$ cat src/rtl/muldiv_pkg.sv
// Shared definitions for the arbitrated iterative multiply/divide unit.
package muldiv_pkg;
    localparam int DEFAULT_WIDTH = 8;

    localparam logic OP_MUL = 1'b0;
    localparam logic OP_DIV = 1'b1;

    typedef enum logic [1:0] {
        IDLE = 2'd0,
        RUN  = 2'd1,
        DONE = 2'd2
    } state_t;
endpackage

$ cat src/rtl/muldiv_iter_engine.sv
// One-bit-per-cycle shift-add multiplier / restoring divider sharing a {hi, lo} register pair.
// The first iteration is performed on the start edge directly from the input operands.
module muldiv_iter_engine
    import muldiv_pkg::*;
#(
    parameter int WIDTH = DEFAULT_WIDTH
) (
    input  logic               clk,
    input  logic               rst_n,
    input  logic               start,
    input  logic               op,
    input  logic [WIDTH-1:0]   a,
    input  logic [WIDTH-1:0]   b,
    output logic               busy,
    output logic               done,
    output logic [2*WIDTH-1:0] result,
    output logic               dz
);
    localparam int CW = $clog2(WIDTH + 1);

    logic [WIDTH-1:0] r_hi;
    logic [WIDTH-1:0] r_lo;
    logic [WIDTH-1:0] r_b;
    logic             r_op;
    logic             r_busy;
    logic             r_done;
    logic [CW-1:0]    r_cnt;

    logic             w_go;
    logic [WIDTH-1:0] w_hi_in;
    logic [WIDTH-1:0] w_lo_in;
    logic [WIDTH-1:0] w_b_in;
    logic             w_op_in;
    logic [WIDTH:0]   w_sum;
    logic [WIDTH:0]   w_add;
    logic [WIDTH:0]   w_shift;
    logic [WIDTH:0]   w_diff;
    logic [WIDTH-1:0] w_hi_next;
    logic [WIDTH-1:0] w_lo_next;

    always_comb begin
        dz      = start && (op == OP_DIV) && (b == '0);
        w_go    = (start && !dz) || r_busy;
        w_hi_in = start ? '0 : r_hi;
        w_lo_in = start ? a  : r_lo;
        w_b_in  = start ? b  : r_b;
        w_op_in = start ? op : r_op;

        w_sum   = {1'b0, w_hi_in} + {1'b0, w_b_in};
        w_add   = w_lo_in[0] ? w_sum : {1'b0, w_hi_in};
        // Remainder stays below the divisor, so the shifted partial fits in WIDTH+1 bits.
        w_shift = {w_hi_in, w_lo_in[WIDTH-1]};
        w_diff  = w_shift - {1'b0, w_b_in};

        w_hi_next = w_shift[WIDTH-1:0];
        w_lo_next = {w_lo_in[WIDTH-2:0], 1'b0};
        if (w_op_in == OP_MUL) begin
            w_hi_next = w_add[WIDTH:1];
            w_lo_next = {w_add[0], w_lo_in[WIDTH-1:1]};
        end else if (!w_diff[WIDTH]) begin
            w_hi_next = w_diff[WIDTH-1:0];
            w_lo_next = {w_lo_in[WIDTH-2:0], 1'b1};
        end
    end

    always_ff @(posedge clk or negedge rst_n) begin
        if (!rst_n) begin
            r_hi   <= '0;
            r_lo   <= '0;
            r_b    <= '0;
            r_op   <= OP_MUL;
            r_busy <= 1'b0;
            r_done <= 1'b0;
            r_cnt  <= '0;
        end else begin
            r_done <= 1'b0;
            if (w_go) begin
                r_hi <= w_hi_next;
                r_lo <= w_lo_next;
                if (start) begin
                    r_b    <= b;
                    r_op   <= op;
                    r_cnt  <= CW'(WIDTH - 1);
                    r_busy <= 1'b1;
                end else begin
                    r_cnt <= r_cnt - CW'(1);
                    if (r_cnt == CW'(1)) begin
                        r_busy <= 1'b0;
                        r_done <= 1'b1;
                    end
                end
            end
        end
    end

    assign busy   = r_busy;
    assign done   = r_done;
    assign result = {r_hi, r_lo};
endmodule

$ cat src/rtl/muldiv_arbiter.sv
// Two-requester round-robin front end for the iterative engine, with a held response.
module muldiv_arbiter
    import muldiv_pkg::*;
#(
    parameter int WIDTH = DEFAULT_WIDTH
) (
    input  logic               clk,
    input  logic               rst_n,
    input  logic               req0_valid,
    output logic               req0_ready,
    input  logic               req0_op,
    input  logic [WIDTH-1:0]   req0_a,
    input  logic [WIDTH-1:0]   req0_b,
    input  logic               req1_valid,
    output logic               req1_ready,
    input  logic               req1_op,
    input  logic [WIDTH-1:0]   req1_a,
    input  logic [WIDTH-1:0]   req1_b,
    output logic               rsp_valid,
    input  logic               rsp_ready,
    output logic               rsp_id,
    output logic [2*WIDTH-1:0] rsp_result,
    output logic               rsp_dz
);
    state_t             r_state;
    state_t             w_state_next;
    logic               r_ptr;
    logic               r_rsp_id;
    logic [2*WIDTH-1:0] r_rsp_result;
    logic               r_rsp_dz;

    logic               w_gnt_valid;
    logic               w_gnt_id;
    logic               w_sel_op;
    logic [WIDTH-1:0]   w_sel_a;
    logic [WIDTH-1:0]   w_sel_b;
    logic               w_eng_busy;
    logic               w_eng_done;
    logic               w_eng_dz;
    logic [2*WIDTH-1:0] w_eng_result;

    // r_ptr names the requester favoured when both are pending.
    always_comb begin
        w_gnt_valid  = (r_state == IDLE) && (req0_valid || req1_valid);
        w_gnt_id     = (req0_valid && req1_valid) ? r_ptr : req1_valid;
        req0_ready   = w_gnt_valid && !w_gnt_id;
        req1_ready   = w_gnt_valid && w_gnt_id;
        w_sel_op     = w_gnt_id ? req1_op : req0_op;
        w_sel_a      = w_gnt_id ? req1_a  : req0_a;
        w_sel_b      = w_gnt_id ? req1_b  : req0_b;

        w_state_next = r_state;
        unique case (r_state)
            IDLE: if (w_gnt_valid) w_state_next = w_eng_dz ? DONE : RUN;
            RUN:  if (w_eng_done && !w_eng_busy) w_state_next = DONE;
            DONE: if (rsp_ready) w_state_next = IDLE;
            default: w_state_next = IDLE;
        endcase
    end

    always_ff @(posedge clk or negedge rst_n) begin
        if (!rst_n) begin
            r_state <= IDLE;
        end else begin
            r_state <= w_state_next;
        end
    end

    always_ff @(posedge clk or negedge rst_n) begin
        if (!rst_n) begin
            r_ptr        <= 1'b0;
            r_rsp_id     <= 1'b0;
            r_rsp_result <= '0;
            r_rsp_dz     <= 1'b0;
        end else if (w_gnt_valid) begin
            r_ptr    <= ~w_gnt_id;
            r_rsp_id <= w_gnt_id;
            r_rsp_dz <= w_eng_dz;
            if (w_eng_dz) begin
                r_rsp_result <= {w_sel_a, {WIDTH{1'b1}}};
            end
        end else if (r_state == RUN && w_eng_done) begin
            r_rsp_result <= w_eng_result;
            r_rsp_dz     <= 1'b0;
        end
    end

    muldiv_iter_engine #(.WIDTH(WIDTH)) u_engine (
        .clk    (clk),
        .rst_n  (rst_n),
        .start  (w_gnt_valid),
        .op     (w_sel_op),
        .a      (w_sel_a),
        .b      (w_sel_b),
        .busy   (w_eng_busy),
        .done   (w_eng_done),
        .result (w_eng_result),
        .dz     (w_eng_dz)
    );

    assign rsp_valid  = (r_state == DONE);
    assign rsp_id     = r_rsp_id;
    assign rsp_result = r_rsp_result;
    assign rsp_dz     = r_rsp_dz;
endmodule

$ cat config.mk
export PLATFORM = sky130hd
export DESIGN_NAME = muldiv_arbiter
export DESIGN_NICKNAME = d
export VERILOG_FILES = /design/src/rtl/muldiv_pkg.sv /design/src/rtl/muldiv_iter_engine.sv /design/src/rtl/muldiv_arbiter.sv
export SDC_FILE = /design/constraint.sdc
export NUM_CORES = 1
export LEC_CHECK = 0
export BUFFER_PORTS_ARGS = -buffer_cell sky130_fd_sc_hd__clkbuf_2
export CELL_PAD_IN_SITES_DETAIL_PLACEMENT = 0
export CELL_PAD_IN_SITES_GLOBAL_PLACEMENT = 1
export CORE_ASPECT_RATIO = 0.75
export CORE_UTILIZATION = 43
export DETAILED_ROUTE_END_ITERATION = 8
export PLACE_DENSITY = 0.81
export SKIP_LAST_GASP = 1
export SYNTH_ARGS = -nofsm -noshare
export SYNTH_HDL_FRONTEND = slang
export SYNTH_SLANG_ARGS = --single-unit
$ cat constraint.sdc
create_clock -name clk -period 4.7 [get_ports clk]
set_input_delay 0.47 -clock clk [delete_from_list [all_inputs] [get_ports clk]]
set_output_delay 0.47 -clock clk [all_outputs]
set_load 0.1 [all_outputs]
### Yosys cells after proc, flatten, opt, wreduce, memory -nomap -nowiden

Index checks and enable logic that the tools add are counted.

* add/subtract/negate cells: 3
* equality and inequality tests: 7
* mux-type cells: 29
* bitwise logic cells: 1
* reductions and logical operators: 21

Operator list (count)
* 8-bit two-way mux: 8
* 16-bit two-way mux: 3
* 1-bit two-way mux: 11
* 8-bit by 8-bit adder with 9-bit output: 1
* 1-bit logical AND: 9
* 9-bit two-way mux: 1
* 9-bit by 8-bit subtractor with 9-bit output: 1
* 8-bit logical NOT: 1
* 2-bit two-way mux: 4
* 2-bit case mux with 3 select lines: 1
* 4-bit by 1-bit == test with 1-bit output (second input constant): 1
* 4-bit two-way mux: 1
* 2-bit by 1-bit inequality test with 1-bit output (second input constant): 2
* 2-bit inequality test (second input constant): 2
* 2-bit AND reduction: 2
* 2-bit nonzero test: 2
* 4-bit by 1-bit subtractor with 4-bit output (second input constant): 1
* 1-bit logical NOT: 3
* 3-bit AND reduction: 1
* 2-bit by 1-bit == test with 1-bit output (second input constant): 1
* 2-bit == test (second input constant): 1
* 2-bit logical NOT: 1
* 1-bit logical OR: 2
* 1-bit inverter: 1

* register bits after elaboration: 52
* input bits: 39
* output and inout port bits: 21
* word-level logic and storage cells: 73

### Logic depth before layout (Yosys ltp)

* depth after elaboration: 9
* mapped depth: 17
* depth with buffers taken out: 14

### Cells and area by module

From an unflattened synthesis, not the netlist that was laid out.

* cell total of the unflattened synthesis: 469
* area, all modules: 4071.4 sq um

By module, submodules not included
* muldiv_iter_engine: times used 1, cells an instance 323, area each 2747.6 sq um, seq. area each 775.7 sq um
* muldiv_arbiter: times used 1, cells an instance 146, area each 1323.8 sq um, seq. area each 525.5 sq um

### Worst setup path after synthesis

Ideal clock, no wire load.

* kind: input to register
* start point: input req1_valid
* end point: register u_engine.r_hi[5]
* library setup time: 94 ps
* arrival time: 3985 ps
* required time: 4606 ps
* path slack: 621 ps
* stages: 16
* path buffers: 4
* cells stage by stage: buf_6 > o21ai_2 > clkbuf_1 > clkbuf_1 > nand2_1 > o21ai_0 > inv_1 > fa_1 > a21o_1 > a21oi_1 > o41ai_4 > or3_1 > o311a_1 > buf_6 > mux2_4 > a221oi_2

* word-level cells in the longest chain between the ends: 8
* elaborated cells on any way between the ends: 22
* classes of those cells: 2 x add/sub; 11 x mux; 9 x reduce/logical

RTL lines
* from (decl): RTL line muldiv_arbiter.sv:14 `input logic req1_valid,`
* branches (longest 8 deep; another with 9-bit by 8-bit subtractor with 9-bit output)
* to (signal assigned): RTL line muldiv_iter_engine.sv:78 `r_hi <= w_hi_next;`
* to (decl): RTL line muldiv_iter_engine.sv:21 `logic [WIDTH-1:0] r_hi;`

Several ways; the timed one is not identified.
A chain may end at the register's enable or synchronous reset.

### Final worst setup path

* start point: register r_ptr
* end point: register u_engine.r_hi[0]

* word-level cells in the longest chain between the ends: 7
* elaborated cells on any way between the ends: 18
* classes of those cells: 2 x add/sub; 10 x mux; 6 x reduce/logical

RTL lines
* from (decl): RTL line muldiv_arbiter.sv:27 `logic r_ptr;`
* from (signal assigned): RTL line muldiv_arbiter.sv:76 `r_ptr <= ~w_gnt_id;`
* 1-bit two-way mux (*): RTL line muldiv_arbiter.sv:45 `w_gnt_id = (req0_valid && req1_valid) ? r_ptr : req1_valid;`
* branches (longest 6 deep; another with 9-bit by 8-bit subtractor with 9-bit output)

Mark *: on every way between the ends.

==> out/metrics.yaml <==
worst_setup_path:
  crit_fanout: 8
  timing.critical_path.to_type: "register"
  reg2reg_from: "r_ptr"
  r2r_cells: 13
  crit_start: "r_ptr"
  worstSetupEndpoint: "u_engine.r_hi[0]"
  arrival_ps: 4480
  cp_data_required_time_ps: 4900
  rr_endpoint: "u_engine.r_hi[0]"
  critical_path_class: "register to register"
  r2r_slack_ps: 420
  cp-start-kind: "register"
timing:
  period_share_pct: 91.1
  setup_viol_count_final: 0
  hold_slack_ps: 282
  relSlewSlack_pct: 50.7
  period_needed_ps: 4280
  rsz0062_at_grt: "false"
  max_freq_ghz: 0.234
  totalNegativeSetupSlack_ps: 0
  finalHoldViolCount: 0
  finClkSkew_ps: 5.08
  worstMarginPinSlew_ps: 740
  drv_slew: 0
layout:
  nFillCells: 827
  area_growth_pct: 15.7
  num_antenna_cells: 0
  drive_gt1_share_pct: 21.9
  final_common_cell: "clkbuf_2"
  final_net_count: 559
  final_cell_mix: "clkbuf_2, nand2_1, dfrtp_1"
yosys:
  synth_edf_count: 0
  ys_types: 66
  yosys_warnings: 0
  synth_flop_cell: "dfrtp_1"
  synthArstFlopShare_pct: 100
  ys_seq_area_share_pct: 34.0
  syn_area_sq_mm: 0.00382
  syn_nets: 505
  synth_cells: 448
  syn_area_per_cell_sq_um: 8.53
  ys_ff_latch: 52
route:
  met3_length_um: 891
  ant_nets: 0
  top_layer_used: "met4"
  wl_met1_mm: 5.55
  drc: 0
  wl_per_cell_um: 18.1
  first_pass_iters: 5
  wl_met2_mm: 4.53
  wl_mm: 11.1
  num_vias: 3623
  viasPerCell: 5.93
  drtIter0Drc: 317
global_route:
  overflow: 0
  grt_first_pass_wirelength_mm: 18.0
  antenna_found_initial: 0
  grt_max_degree: 53
  grt_use_total_pct: 24.5
  first_global_vias: 3423
cts:
  cts_sinks: 52
  clockBufferDepth: 2
  root_buffer: "clkbuf_16"
  postCtsHoldBufs: 0
  cts_made_buffers: 5
  post_cts_buffers: 0
  cts.repair.resized: 0
  clk_pin_slew_ps: 70
  cts_tree: "built"
  clock_latency_ps: 300
  h-tree-depth: 2
placed_design:
  portBuffers: 59
  place_congestion: 0.916
  dp_hpwl_mm: 8.29
die:
  coreArea_sq_mm: 0.00853
  fp.dieW_um: 111
  start_util_pct: 44.8
  io_pins: 60
  die_y_um: 83.7
  die_area_sq_mm: 0.00927
  rows: 29
flow_run:
  maxCapViolCount: 0
status:
  status: "finished, final reports clean"
min_path:
  hp-class: "primary input to async pin"
## layout make-up
type                            count  area, sq um  area share [%]
Multi-Input combinational cell    351         2340            53.0
Sequential cell                    52         1300            29.4
Timing Repair Buffer               70          378            8.54
Clock buffer                        7          153            3.45
Tap cell                          108          135            3.05
Inverter                           22         82.6            1.87
Clock inverter                      1         30.0           0.679
## synthesized netlist by cell type, types with 4 or more instances
| library cell | count | share of area (%) |
|---|---|---|
| mux2_2 | 16 | 4.7 |
| a22oi_1 | 7 | 1.4 |
| nand2b_1 | 5 | 0.82 |
| a21o_1 | 7 | 1.4 |
| nor2_1 | 49 | 4.8 |
| and2_1 | 4 | 0.65 |
| a211oi_1 | 8 | 1.6 |
| a31oi_1 | 7 | 1.1 |
| o21ai_0 | 30 | 3.9 |
| nor4_1 | 5 | 0.82 |
| ha_1 | 16 | 5.2 |
| inv_1 | 22 | 2.2 |
| nor2b_1 | 6 | 0.98 |
| clkbuf_1 | 16 | 1.6 |
| dfrtp_1 | 52 | 34 |
| nand3_1 | 11 | 1.4 |
| mux2i_1 | 13 | 3.4 |
| xnor2_1 | 6 | 1.4 |
| nor3_1 | 11 | 1.4 |
| nand2_1 | 53 | 5.2 |
| a21oi_1 | 25 | 3.3 |
| xor2_1 | 4 | 0.92 |
## worst min path at each step
stage	startpoint	end	slack [ps]	cells past startpoint
after floorplan	rst_n	r_ptr	170	0
after global placement	rsp_id	rsp_id	460	1
after detailed placement	u_engine.r_op	u_engine.r_op	460	2
after CTS	rst_n	u_engine.r_b[4]	330	2
after global routing	rst_n	u_engine.r_b[2]	350	2
final	rst_n	u_engine.r_b[4]	280	2
## registers in the layout, summed over array words and instances (netlist names)
signal,cells
rsp_result,16
rsp_dz,1
u_engine.busy,1
r_ptr,1
r_state,2
u_engine.r_cnt,4
u_engine.r_hi,8
u_engine.r_lo,8
u_engine.r_op,1
u_engine.done,1
u_engine.r_b,8
rsp_id,1
## layer usage
metal	track usage, %	vias up
met5	0	-
met4	5.70	0
met3	4.72	15
met2	35.5	153
met1	37.3	1727
li1	-	1728
## per-stage QoR
step	setup slack, ps	utilization [%]	cell area, sq um	instances
2_1_floorplan	621	-	3820	448
3_3_place_gp	391	49.7	4240	603
3_5_place_dp	280	49.7	4240	603
4_1_cts	459	51.9	4420	611
5_1_grt	212	51.9	4420	611
6_report	418	51.9	4420	611
## cell families after synthesis
group	after synthesis	synth area share, %
compound gates	123	22.2
xor+xnor	10	2.29
mux	31	8.80
flops	52	34.0
fa+ha+maj	19	6.55
simple gates	168	21.2
buf+inv	45	4.91
## worst max-delay path: stages, from the launching register on
cell and delay, ps:
dfrtp_1 390, nand2b_1 220, nand2_1 360, mux2i_1 140
o21ai_0 530, inv_1 190, fa_1 500, a21o_1 210
a21oi_1 260, o41ai_4 130, or3_1 370, o311a_1 270
mux2_1 390, a221oi_2 230
Power is not shown: default switching activity piles up to over one toggle a cycle in this logic, so the estimate is an artifact.
